--- src/rtl/cpu_pkg.sv ---
// ---------------------------------------------------------------------------
// cpu_pkg
// Shared CPU datapath definitions: default register-file geometry and the
// address / data-word types used by the register file, ALU and decode.
// No ports (package).
// ---------------------------------------------------------------------------
package cpu_pkg;

    localparam int CPU_BIT_COUNT  = 8;
    localparam int CPU_REG_COUNT  = 8;
    localparam int CPU_ADDR_WIDTH = $clog2(CPU_REG_COUNT);

    // Register index at the default geometry.
    typedef logic [CPU_ADDR_WIDTH-1:0] reg_addr_t;

    // Datapath word at the default geometry.
    typedef logic [CPU_BIT_COUNT-1:0] data_word_t;

endpackage : cpu_pkg

--- src/rtl/register_file_read_port.sv ---
// ---------------------------------------------------------------------------
// register_file_read_port
// One read port of the register file: selects the addressed register, applies
// the write-to-read bypass and zero-register forcing, gates by the read
// enable, optionally registers the result, and looks up the busy bit.
//
// Ports:
//   clk, rst      clock / synchronous active-high reset (output register)
//   rd_en         read enable; disabled reads return 0
//   rd_addr       register to read
//   regs          flattened view of all stored registers
//   busy_vec      scoreboard bits, one per register
//   wr_eff        a write is taking effect this cycle
//   wr_addr       address of that write
//   wr_data       data of that write (bypass source)
//   rd_data       read data (combinational or 1-cycle registered)
//   busy          scoreboard bit of rd_addr, cleared by a matching write
// ---------------------------------------------------------------------------
module register_file_read_port
    import cpu_pkg::*;
#(
    parameter int BIT_COUNT       = CPU_BIT_COUNT,
    parameter int REG_COUNT       = CPU_REG_COUNT,
    parameter int ADDR_WIDTH      = $clog2(REG_COUNT),
    parameter bit ZERO_REG        = 1'b1,
    parameter bit REGISTERED_READ = 1'b0
) (
    input  logic                                 clk,
    input  logic                                 rst,
    input  logic                                 rd_en,
    input  logic [ADDR_WIDTH-1:0]                rd_addr,
    input  logic [REG_COUNT-1:0][BIT_COUNT-1:0]  regs,
    input  logic [REG_COUNT-1:0]                 busy_vec,
    input  logic                                 wr_eff,
    input  logic [ADDR_WIDTH-1:0]                wr_addr,
    input  logic [BIT_COUNT-1:0]                 wr_data,
    output logic [BIT_COUNT-1:0]                 rd_data,
    output logic                                 busy
);

    logic                 wr_hit_s;
    logic                 zero_hit_s;
    logic [BIT_COUNT-1:0] read_value_s;
    logic [BIT_COUNT-1:0] rd_data_d;
    logic [BIT_COUNT-1:0] rd_data_q;
    logic                 busy_s;

    // Read value selection: zero register, then bypass, then storage.
    always_comb begin
        wr_hit_s     = wr_eff && (wr_addr == rd_addr);
        zero_hit_s   = ZERO_REG && (rd_addr == {ADDR_WIDTH{1'b0}});
        read_value_s = regs[rd_addr];
        // wr_eff already excludes r0 when ZERO_REG is set, so the zero check
        // taking priority is only a belt-and-braces guard.
        if (zero_hit_s) begin
            read_value_s = {BIT_COUNT{1'b0}};
        end else if (wr_hit_s) begin
            read_value_s = wr_data;
        end else begin
            read_value_s = regs[rd_addr];
        end
    end

    // Enable gating and busy lookup; a write landing this cycle retires the
    // pending producer, so busy is already reported clear.
    always_comb begin
        rd_data_d = {BIT_COUNT{1'b0}};
        busy_s    = 1'b0;
        if (rd_en) begin
            rd_data_d = read_value_s;
        end else begin
            rd_data_d = {BIT_COUNT{1'b0}};
        end
        if (zero_hit_s || wr_hit_s) begin
            busy_s = 1'b0;
        end else begin
            busy_s = busy_vec[rd_addr];
        end
    end

    // Output capture register; only feeds rd_data in registered-read mode.
    always_ff @(posedge clk) begin
        if (rst) begin
            rd_data_q <= {BIT_COUNT{1'b0}};
        end else begin
            rd_data_q <= rd_data_d;
        end
    end

    assign rd_data = REGISTERED_READ ? rd_data_q : rd_data_d;
    assign busy    = busy_s;

endmodule : register_file_read_port

--- src/rtl/register_file.sv ---
// ---------------------------------------------------------------------------
// register_file
// Multi-port CPU register file: one write port, two read ports (A, B) with
// write-to-read bypass, optional hardwired zero register, optional registered
// read, and a per-register busy scoreboard for decode stalls.
//
// Ports:
//   clk, rst                 clock / synchronous active-high reset
//   wr_en, wr_addr, wr_data  writeback port; clears the busy bit of wr_addr
//   rd_en_a, rd_addr_a       read port A request
//   rd_data_a, busy_a        read port A data and scoreboard bit
//   rd_en_b, rd_addr_b       read port B request
//   rd_data_b, busy_b        read port B data and scoreboard bit
//   rsv_en, rsv_addr         decode reservation; sets the busy bit of rsv_addr
// ---------------------------------------------------------------------------
module register_file
    import cpu_pkg::*;
#(
    parameter  int BIT_COUNT       = CPU_BIT_COUNT,
    parameter  int REG_COUNT       = CPU_REG_COUNT,
    localparam int ADDR_WIDTH      = $clog2(REG_COUNT),
    parameter  bit ZERO_REG        = 1'b1,
    parameter  bit REGISTERED_READ = 1'b0
) (
    input  logic                  clk,
    input  logic                  rst,
    input  logic                  wr_en,
    input  logic [ADDR_WIDTH-1:0] wr_addr,
    input  logic [BIT_COUNT-1:0]  wr_data,
    input  logic                  rd_en_a,
    input  logic [ADDR_WIDTH-1:0] rd_addr_a,
    output logic [BIT_COUNT-1:0]  rd_data_a,
    output logic                  busy_a,
    input  logic                  rd_en_b,
    input  logic [ADDR_WIDTH-1:0] rd_addr_b,
    output logic [BIT_COUNT-1:0]  rd_data_b,
    output logic                  busy_b,
    input  logic                  rsv_en,
    input  logic [ADDR_WIDTH-1:0] rsv_addr
);

    logic [REG_COUNT-1:0][BIT_COUNT-1:0] regs_d;
    logic [REG_COUNT-1:0][BIT_COUNT-1:0] regs_q;
    logic [REG_COUNT-1:0]                busy_d;
    logic [REG_COUNT-1:0]                busy_q;
    logic                                wr_eff_s;
    logic                                rsv_eff_s;

    // Effective strobes: r0 swallows writes and reservations when hardwired.
    always_comb begin
        wr_eff_s  = 1'b0;
        rsv_eff_s = 1'b0;
        if (ZERO_REG) begin
            wr_eff_s  = wr_en  && (wr_addr  != {ADDR_WIDTH{1'b0}});
            rsv_eff_s = rsv_en && (rsv_addr != {ADDR_WIDTH{1'b0}});
        end else begin
            wr_eff_s  = wr_en;
            rsv_eff_s = rsv_en;
        end
    end

    // Next-state storage and scoreboard. The reservation is applied after
    // the write so that a same-cycle write+reserve leaves the bit set: the
    // newly issued producer is still outstanding.
    always_comb begin
        regs_d = regs_q;
        busy_d = busy_q;
        if (wr_eff_s) begin
            regs_d[wr_addr] = wr_data;
            busy_d[wr_addr] = 1'b0;
        end else begin
            regs_d = regs_q;
        end
        if (rsv_eff_s) begin
            busy_d[rsv_addr] = 1'b1;
        end else begin
            busy_d[0] = busy_d[0];
        end
    end

    // State registers; reset discards any same-cycle write or reservation.
    always_ff @(posedge clk) begin
        if (rst) begin
            regs_q <= '{default: {BIT_COUNT{1'b0}}};
            busy_q <= {REG_COUNT{1'b0}};
        end else begin
            regs_q <= regs_d;
            busy_q <= busy_d;
        end
    end

    register_file_read_port #(
        .BIT_COUNT       (BIT_COUNT),
        .REG_COUNT       (REG_COUNT),
        .ADDR_WIDTH      (ADDR_WIDTH),
        .ZERO_REG        (ZERO_REG),
        .REGISTERED_READ (REGISTERED_READ)
    ) u_port_a (
        .clk      (clk),
        .rst      (rst),
        .rd_en    (rd_en_a),
        .rd_addr  (rd_addr_a),
        .regs     (regs_q),
        .busy_vec (busy_q),
        .wr_eff   (wr_eff_s),
        .wr_addr  (wr_addr),
        .wr_data  (wr_data),
        .rd_data  (rd_data_a),
        .busy     (busy_a)
    );

    register_file_read_port #(
        .BIT_COUNT       (BIT_COUNT),
        .REG_COUNT       (REG_COUNT),
        .ADDR_WIDTH      (ADDR_WIDTH),
        .ZERO_REG        (ZERO_REG),
        .REGISTERED_READ (REGISTERED_READ)
    ) u_port_b (
        .clk      (clk),
        .rst      (rst),
        .rd_en    (rd_en_b),
        .rd_addr  (rd_addr_b),
        .regs     (regs_q),
        .busy_vec (busy_q),
        .wr_eff   (wr_eff_s),
        .wr_addr  (wr_addr),
        .wr_data  (wr_data),
        .rd_data  (rd_data_b),
        .busy     (busy_b)
    );

endmodule : register_file

--- config.mk ---
export PLATFORM = sky130hd
export DESIGN_NAME = register_file
export DESIGN_NICKNAME = d
export VERILOG_FILES = /design/src/rtl/cpu_pkg.sv /design/src/rtl/register_file_read_port.sv /design/src/rtl/register_file.sv
export SDC_FILE = /design/constraint.sdc
export NUM_CORES = 1
export LEC_CHECK = 0
export CAP_MARGIN = 20
export CORE_UTILIZATION = 25
export CTS_BUF_LIST = sky130_fd_sc_hd__clkbuf_4 sky130_fd_sc_hd__clkbuf_8
export CTS_CLUSTER_SIZE = 16
export DETAILED_ROUTE_END_ITERATION = 6
export GPL_TIMING_DRIVEN = 0
export PLACE_DENSITY = 0.51
export SLEW_MARGIN = 20
export SYNTH_ARGS = -nofsm -noshare
export SYNTH_HDL_FRONTEND = slang
export SYNTH_SLANG_ARGS = --single-unit
--- constraint.sdc ---
create_clock -name clk -period 3.1 [get_ports clk]
set_clock_uncertainty 0.1 [all_clocks]
set_input_delay 0.775 -clock clk [delete_from_list [all_inputs] [get_ports clk]]
set_output_delay 0.775 -clock clk [all_outputs]
set_load 0.03 [all_outputs]
Word level (Yosys, flattened, before mapping)
Cells that the tools add are included.

Multiplexer cells: 26. Bitwise logic cells: 3. Reductions and logical operators: 12. Eq/ne operators: 2. Add/subtract/negate cells: 0. Shift-type cells: 0. Div/mod/pow operators: 0. $lt $le $gt $ge: 6. $mul: 0.

Operators with widths (count): two-way mux 8 bit (10); bitwise mux 64 bit (1); binary-select mux 8 bit (select 3 bit) (2); demux 8 bit (select 3 bit) (1); less-than comparator 3 x 4 -> 1 bit, second input constant (4); bitwise AND 8 bit (1); NOT 8 bit (1); bitwise OR 8 bit (1); two-way mux 1 bit (7); two-way mux 7 bit (1); binary-select mux 1 bit (select 3 bit) (2); demux 1 bit (select 3 bit) (2); == test 3 bit (2); greater-or-equal comparator 3 x 1 -> 1 bit, second input constant (2); logical AND 1 bit (6); zero test 3 bit (2); nonzero test 3 bit (2); logical OR 1 bit (2).

Bits in read-only memories: 0. Bits in writable memories: 0. Memories kept: 0. Register bits after elaboration: 72. Latch bits: 0. Word-level logic and storage cells: 58. Input bits: 26.

Longest topological paths before layout
Word-level depth: 9. Gate-level depth with buffers: 7. Depth with buffers taken out: 4.

Modules after synthesis
A second synthesis with hierarchy kept.

Cell total of the unflattened synthesis: 359. Area, all modules: 4316.6 µm².

By module, submodules not included: register_file (area each 2810.2 µm², cells an instance 245, times used 1); register_file_read_port (area each 753.2 µm², cells an instance 57, times used 2).

Worst setup path after synthesis
Ideal clock, no wire load.

Path kind: input to output. Start: in wr_addr[2]. End: out rd_data_b[0]. Stages: 7. Arrival time: 2268 ps. Setup slack: -43 ps. Buffers on the path: 3. Data required time: 2225 ps. Cell sequence: buf_4 or3b_1 a211o_1 buf_6 o21a_1 buf_6 o211a_1.

Longest elaborated chain between the ends: 6.

RTL lines: start: declaration (RTL line register_file.sv:28) `input logic [ADDR_WIDTH-1:0] wr_addr,`; nonzero test 3 bit (RTL line register_file.sv:54) `wr_eff_s = wr_en && (wr_addr != {ADDR_WIDTH{1'b0}});`; logical AND 1 bit (RTL line register_file.sv:54); logical AND 1 bit (*) (RTL line register_file_read_port.sv:50) `wr_hit_s = wr_eff && (wr_addr == rd_addr);`; two-way mux 8 bit (*) (RTL line register_file_read_port.sv:57) `end else if (wr_hit_s) begin`; two-way mux 8 bit (*) (RTL line register_file_read_port.sv:55) `if (zero_hit_s) begin`; two-way mux 8 bit (*) (RTL line register_file_read_port.sv:69) `if (rd_en) begin`; end: declaration (RTL line register_file.sv:36) `output logic [BIT_COUNT-1:0] rd_data_b,`.

Mark *: on every way between the ends. The rest lies on a longest branch, timed or not.

Final worst setup path
Start: in rd_addr_b[1]. End: out rd_data_b[5].

Longest elaborated chain between the ends: 5.

RTL lines: start: declaration (RTL line register_file.sv:35) `input logic [ADDR_WIDTH-1:0] rd_addr_b,`; binary-select mux 8 bit (select 3 bit) or == test 3 bit (tied branches); two-way mux 8 bit (implied by the code) or logical AND 1 bit (tied branches) (RTL line register_file_read_port.sv:60, register_file_read_port.sv:50); two-way mux 8 bit (RTL line register_file_read_port.sv:57); two-way mux 8 bit (*) (RTL line register_file_read_port.sv:55); two-way mux 8 bit (*) (RTL line register_file_read_port.sv:69).

Mark *: on every way between the ends. The rest lies on a longest branch, timed or not. The select of a mux whose other input is x is not followed.

==> results.rst <==
.. list-table::
   :header-rows: 1

   * - Metric
     - Value
   * - Logic depth of the worst setup path including buffers
     - 7
   * - Number of antenna-violating nets in the routed design
     - 0
   * - Die width
     - 128 um
   * - Detailed Route WL
     - 15400 um
   * - Setup repair after global routing missed its margin
     - true
   * - Buffer type at the clock tree root
     - sky130_fd_sc_hd__clkbuf_8
   * - Insertion delay of the later-clocked pin in the worst-skew pair
     - 0.35 ns
   * - Maximum clock rate
     - 0.306 GHz
   * - Slowest cell on the critical path
     - sky130_fd_sc_hd__or3b_4
   * - Number of distinct library cell variants in the gate-level netlist after synthesis
     - 30
   * - Warnings from Yosys
     - 0
   * - Final-report setup violation count
     - 17
   * - Static leakage
     - 1.80 nW
   * - Number of buffers and inverters on the critical path
     - 3
   * - Design Area, Final
     - 0.00516 mm^2
   * - Post-synthesis net count
     - 462
   * - Number of vias per cell
     - 5.33
   * - Routed length on met1
     - 6390 um
   * - Half-perimeter wire length after placement
     - 9740 um
   * - Buffers from clock root to sink, at most
     - 2
   * - Critical setup path kind
     - in2out
   * - Hold Vio Cnt, Final
     - 0
   * - Mapped Cells
     - 436
   * - Setup slack at placement
     - -1.50 ns
   * - Worst setup margin
     - -0.169 ns
   * - Post-synthesis instance area
     - 0.00398 mm^2
   * - Top-level I/O count
     - 44
   * - Detailed-route via count
     - 3771
   * - Power density over cell area
     - 424 mW/mm^2
   * - Element type at the critical path end
     - output pin
   * - Post-layout instance count excluding filler cells
     - 708
   * - Worst Setup SP
     - rd_addr_b[1]
   * - Floorplan Core Area
     - 0.0154 mm^2
   * - Die span in y
     - 128 um
   * - Total track usage
     - 19.3%
   * - Worst reg2reg path depth
     - 2
   * - Share of Yosys cell area claimed by the top area cell type
     - 35.8%
   * - Area overhead of the layout relative to synthesis
     - 29.7%
   * - Port buffer count
     - 32
   * - Cell types occupying the most area after synthesis
     - sky130_fd_sc_hd__dfxtp_1 36%, sky130_fd_sc_hd__mux4_2 19%, sky130_fd_sc_hd__nand2_1 12%
   * - Number of levels in the clock H-tree
     - 3
   * - Wire length of the first global-routing pass
     - 22700 um
   * - Synth Register Bits
     - 71
   * - Iter 0 DRT Violations
     - 398
   * - Category of cells accounting for the largest share of critical-path delay
     - compound AO/OA/AOI/OAI gates
   * - Initial Utilization
     - 25.9%
   * - Maximum vdd ir drop
     - 177 uV
   * - Number of sinks handled by clock tree synthesis
     - 71
   * - Number of max-cap violations
     - 0
   * - Total length of routed met3 wires
     - 944 um
   * - Nets@finish
     - 518
   * - Critical Path RT
     - 2.22 ns
   * - FP Rows
     - 45
   * - Share of post-route cells with drive strength above 1
     - 25.2%
   * - Worst setup slack for register-to-register paths
     - 2.31 ns
   * - Clock slew seen by the registers of the worst setup and hold paths
     - 0.08 ns
   * - Total die area
     - 0.0164 mm^2
   * - Diodes inserted
     - 0
   * - Crit path largest cell delay
     - 0.39 ns
   * - Sequential area share after synthesis
     - 35.8%
   * - DR WL/cell
     - 21.7 um
   * - Clock tree from TritonCTS
     - built
   * - Top layer in use
     - met4
   * - Classification of the worst-slack hold path
     - reg2reg
   * - Failing checks
     - setup timing
   * - Transition time of the tightest slew-check pin
     - 1.05 ns
   * - Final routed DRC violation total
     - 0
   * - Maximum number of pins on one net before global-route repair
     - 14
   * - Share of the clock period used by the worst path after layout
     - 105%
   * - Pins over their slew limit
     - 0
   * - Number of antenna violations at the first check in global routing
     - 0
   * - Cell total after placement
     - 679
   * - End of the worst register-to-register path
     - busy_q[5]
   * - Aggregate global routing overflow
     - 0
   * - Reg-to-reg critical path startpoint
     - busy_q[5]
   * - Crit path launch type
     - input pin
   * - Placer's final routability congestion estimate
     - 0.843
   * - Cell-by-cell trace of the critical path
     - buf_8, or3b_4, a211o_4, o21a_4, buf_8, o211a_4, buf_6
   * - Worst EP arrival
     - 2.39 ns
   * - Cell with the most instances on the worst path
     - sky130_fd_sc_hd__buf_8
   * - CTS Buf Count
     - 9
   * - Vias in the first global route
     - 3626
   * - Worst max-slew margin expressed relative to the limit
     - 29.6%
   * - Most area-hungry cell type in the Yosys netlist
     - sky130_fd_sc_hd__dfxtp_1
   * - Time the worst path needs with I/O delays and setup
     - 3.27 ns
   * - Largest fanout on the critical path
     - 5
   * - Avg Cell Area, Syn
     - 9.12 um^2
   * - Dpl cell area
     - 0.00456 mm^2
   * - Detailed route wirelength on metal2
     - 7490 um
   * - Detailed Routing Iterations Pass 1
     - 4
   * - End of the critical path
     - rd_data_b[5]
   * - Status
     - complete, but fails checks
[through the flow]
| step | hold WS [ns] | TNS [ns] | power, W | utilization (%) |
|---|---|---|---|---|
| final | 0.371 | -2.08 | 0.00218 | 33.5 |
| after global routing | 0.390 | -2.94 | 0.00224 | 33.5 |
| after CTS | 0.373 | -2.38 | 0.00218 | 33.5 |
| after detailed placement | 0.362 | -25.64 | 0.00127 | 29.7 |
| after global placement | 0.349 | -25.43 | 0.00127 | 29.7 |
| after floorplan | 0.343 | -0.313 | 0.00115 | - |
[layer usage]
metal  vias to the layer above  global-route usage, %
met5                         -                      0
met4                         0                   8.72
met3                        39                   2.88
met2                       167                   32.7
met1                      1874                   24.2
li1                       1691                      -
[synthesized netlist by cell type]
master / instances
sky130_fd_sc_hd__clkbuf_1: 13
sky130_fd_sc_hd__mux2i_1: 18
sky130_fd_sc_hd__nor2_1: 13
sky130_fd_sc_hd__and2_1: 3
sky130_fd_sc_hd__nand2_1: 123
sky130_fd_sc_hd__buf_2: 10
sky130_fd_sc_hd__o211ai_1: 16
sky130_fd_sc_hd__nand2b_1: 3
sky130_fd_sc_hd__nand4_1: 4
sky130_fd_sc_hd__xnor2_1: 4
sky130_fd_sc_hd__buf_4: 1
sky130_fd_sc_hd__buf_1: 9
sky130_fd_sc_hd__a211o_1: 2
sky130_fd_sc_hd__a32oi_1: 4
sky130_fd_sc_hd__or3_1: 1
sky130_fd_sc_hd__o21ai_0: 1
sky130_fd_sc_hd__nand3_1: 3
sky130_fd_sc_hd__mux2_2: 1
sky130_fd_sc_hd__o211a_1: 16
sky130_fd_sc_hd__a22oi_1: 2
sky130_fd_sc_hd__dfxtp_1: 71
sky130_fd_sc_hd__nor2b_1: 15
sky130_fd_sc_hd__o31a_1: 2
sky130_fd_sc_hd__mux4_2: 34
sky130_fd_sc_hd__or3b_1: 2
sky130_fd_sc_hd__a21oi_1: 59
sky130_fd_sc_hd__buf_6: 2
sky130_fd_sc_hd__nor3_1: 1
sky130_fd_sc_hd__o21a_1: 2
sky130_fd_sc_hd__a211oi_1: 1
[logic make-up after synthesis]
kind of cell,Yosys count,synth area share [%]
multiplexers,53,24.1
flip-flops,71,35.8
AO/OA/AOI/OAI,105,17.3
XOR/XNOR,4,0.881
buffers and inverters,35,4.09
AND/OR/NAND/NOR,168,17.9
[placed cells by master, fill, tap and decap left out, drive strengths merged, types with 2 or more instances in the layout]
master,Yosys,routed
nor2,13,13
a21oi,59,59
mux4,34,34
o211ai,16,16
a32oi,4,4
xnor2,4,4
a22oi,2,2
dlygate4sd2,0,3
nor2b,15,15
o31a,2,2
nand2b,3,3
clkinvlp,0,2
mux2i,18,18
clkdlybuf4s50,0,6
bufinv,0,2
o21a,2,2
and2,3,3
nand2,123,123
dfxtp,71,71
nand3,3,3
clkbuf,13,24
buf,22,56
o211a,16,16
or3b,2,2
a211o,2,2
nand4,4,4
[worst reg2reg max path, cell delays in order, from the launching register on]
cell and delay (ns):
sky130_fd_sc_hd__dfxtp_1 0.34, sky130_fd_sc_hd__a32oi_1 0.16, sky130_fd_sc_hd__nor2_1 0.06
[flip-flops by register name (all words and copies together) (netlist names)]
name and count:
regs_q 64, busy_q 7
[timing repair]
action / in CTS / in global routing
setup endpoints to repair: 18 / 18
hold buffers: 0 / 0
pin swaps: 7 / 4
gates cloned: 2 / 0
resized for setup: 208 / 6
setup buffers: 12 / 1
[worst min-delay path by stage]
stage | start | to | slack [ns] | depth (start not counted)
2_1_floorplan | regs_q[41] | regs_q[41] | 0.34 | 2
3_3_place_gp | regs_q[20] | regs_q[20] | 0.35 | 2
3_5_place_dp | regs_q[50] | regs_q[50] | 0.36 | 2
4_1_cts | regs_q[50] | regs_q[50] | 0.37 | 2
5_1_grt | regs_q[55] | regs_q[55] | 0.39 | 2
6_report | regs_q[62] | regs_q[62] | 0.37 | 2
[power by group]
group | internal, W | switching, W | total [W]
combinational | 0.000147 | 0.000213 | 0.000360
clock | 0.000479 | 0.000401 | 0.000881
sequential | 0.000930 | 0.0000141 | 0.000944
total | 0.00156 | 0.000628 | 0.00218
[final cells by class]
type	count	area, um^2
Fill cell	1584	10200
Multi-Input combinational cell	330	2510
Sequential cell	71	1420
Timing Repair Buffer	47	492
Tap cell	211	264
Buffer	33	234
Clock buffer	10	138
Clock inverter	6	92.6
(Power assumes the default switching activity.)
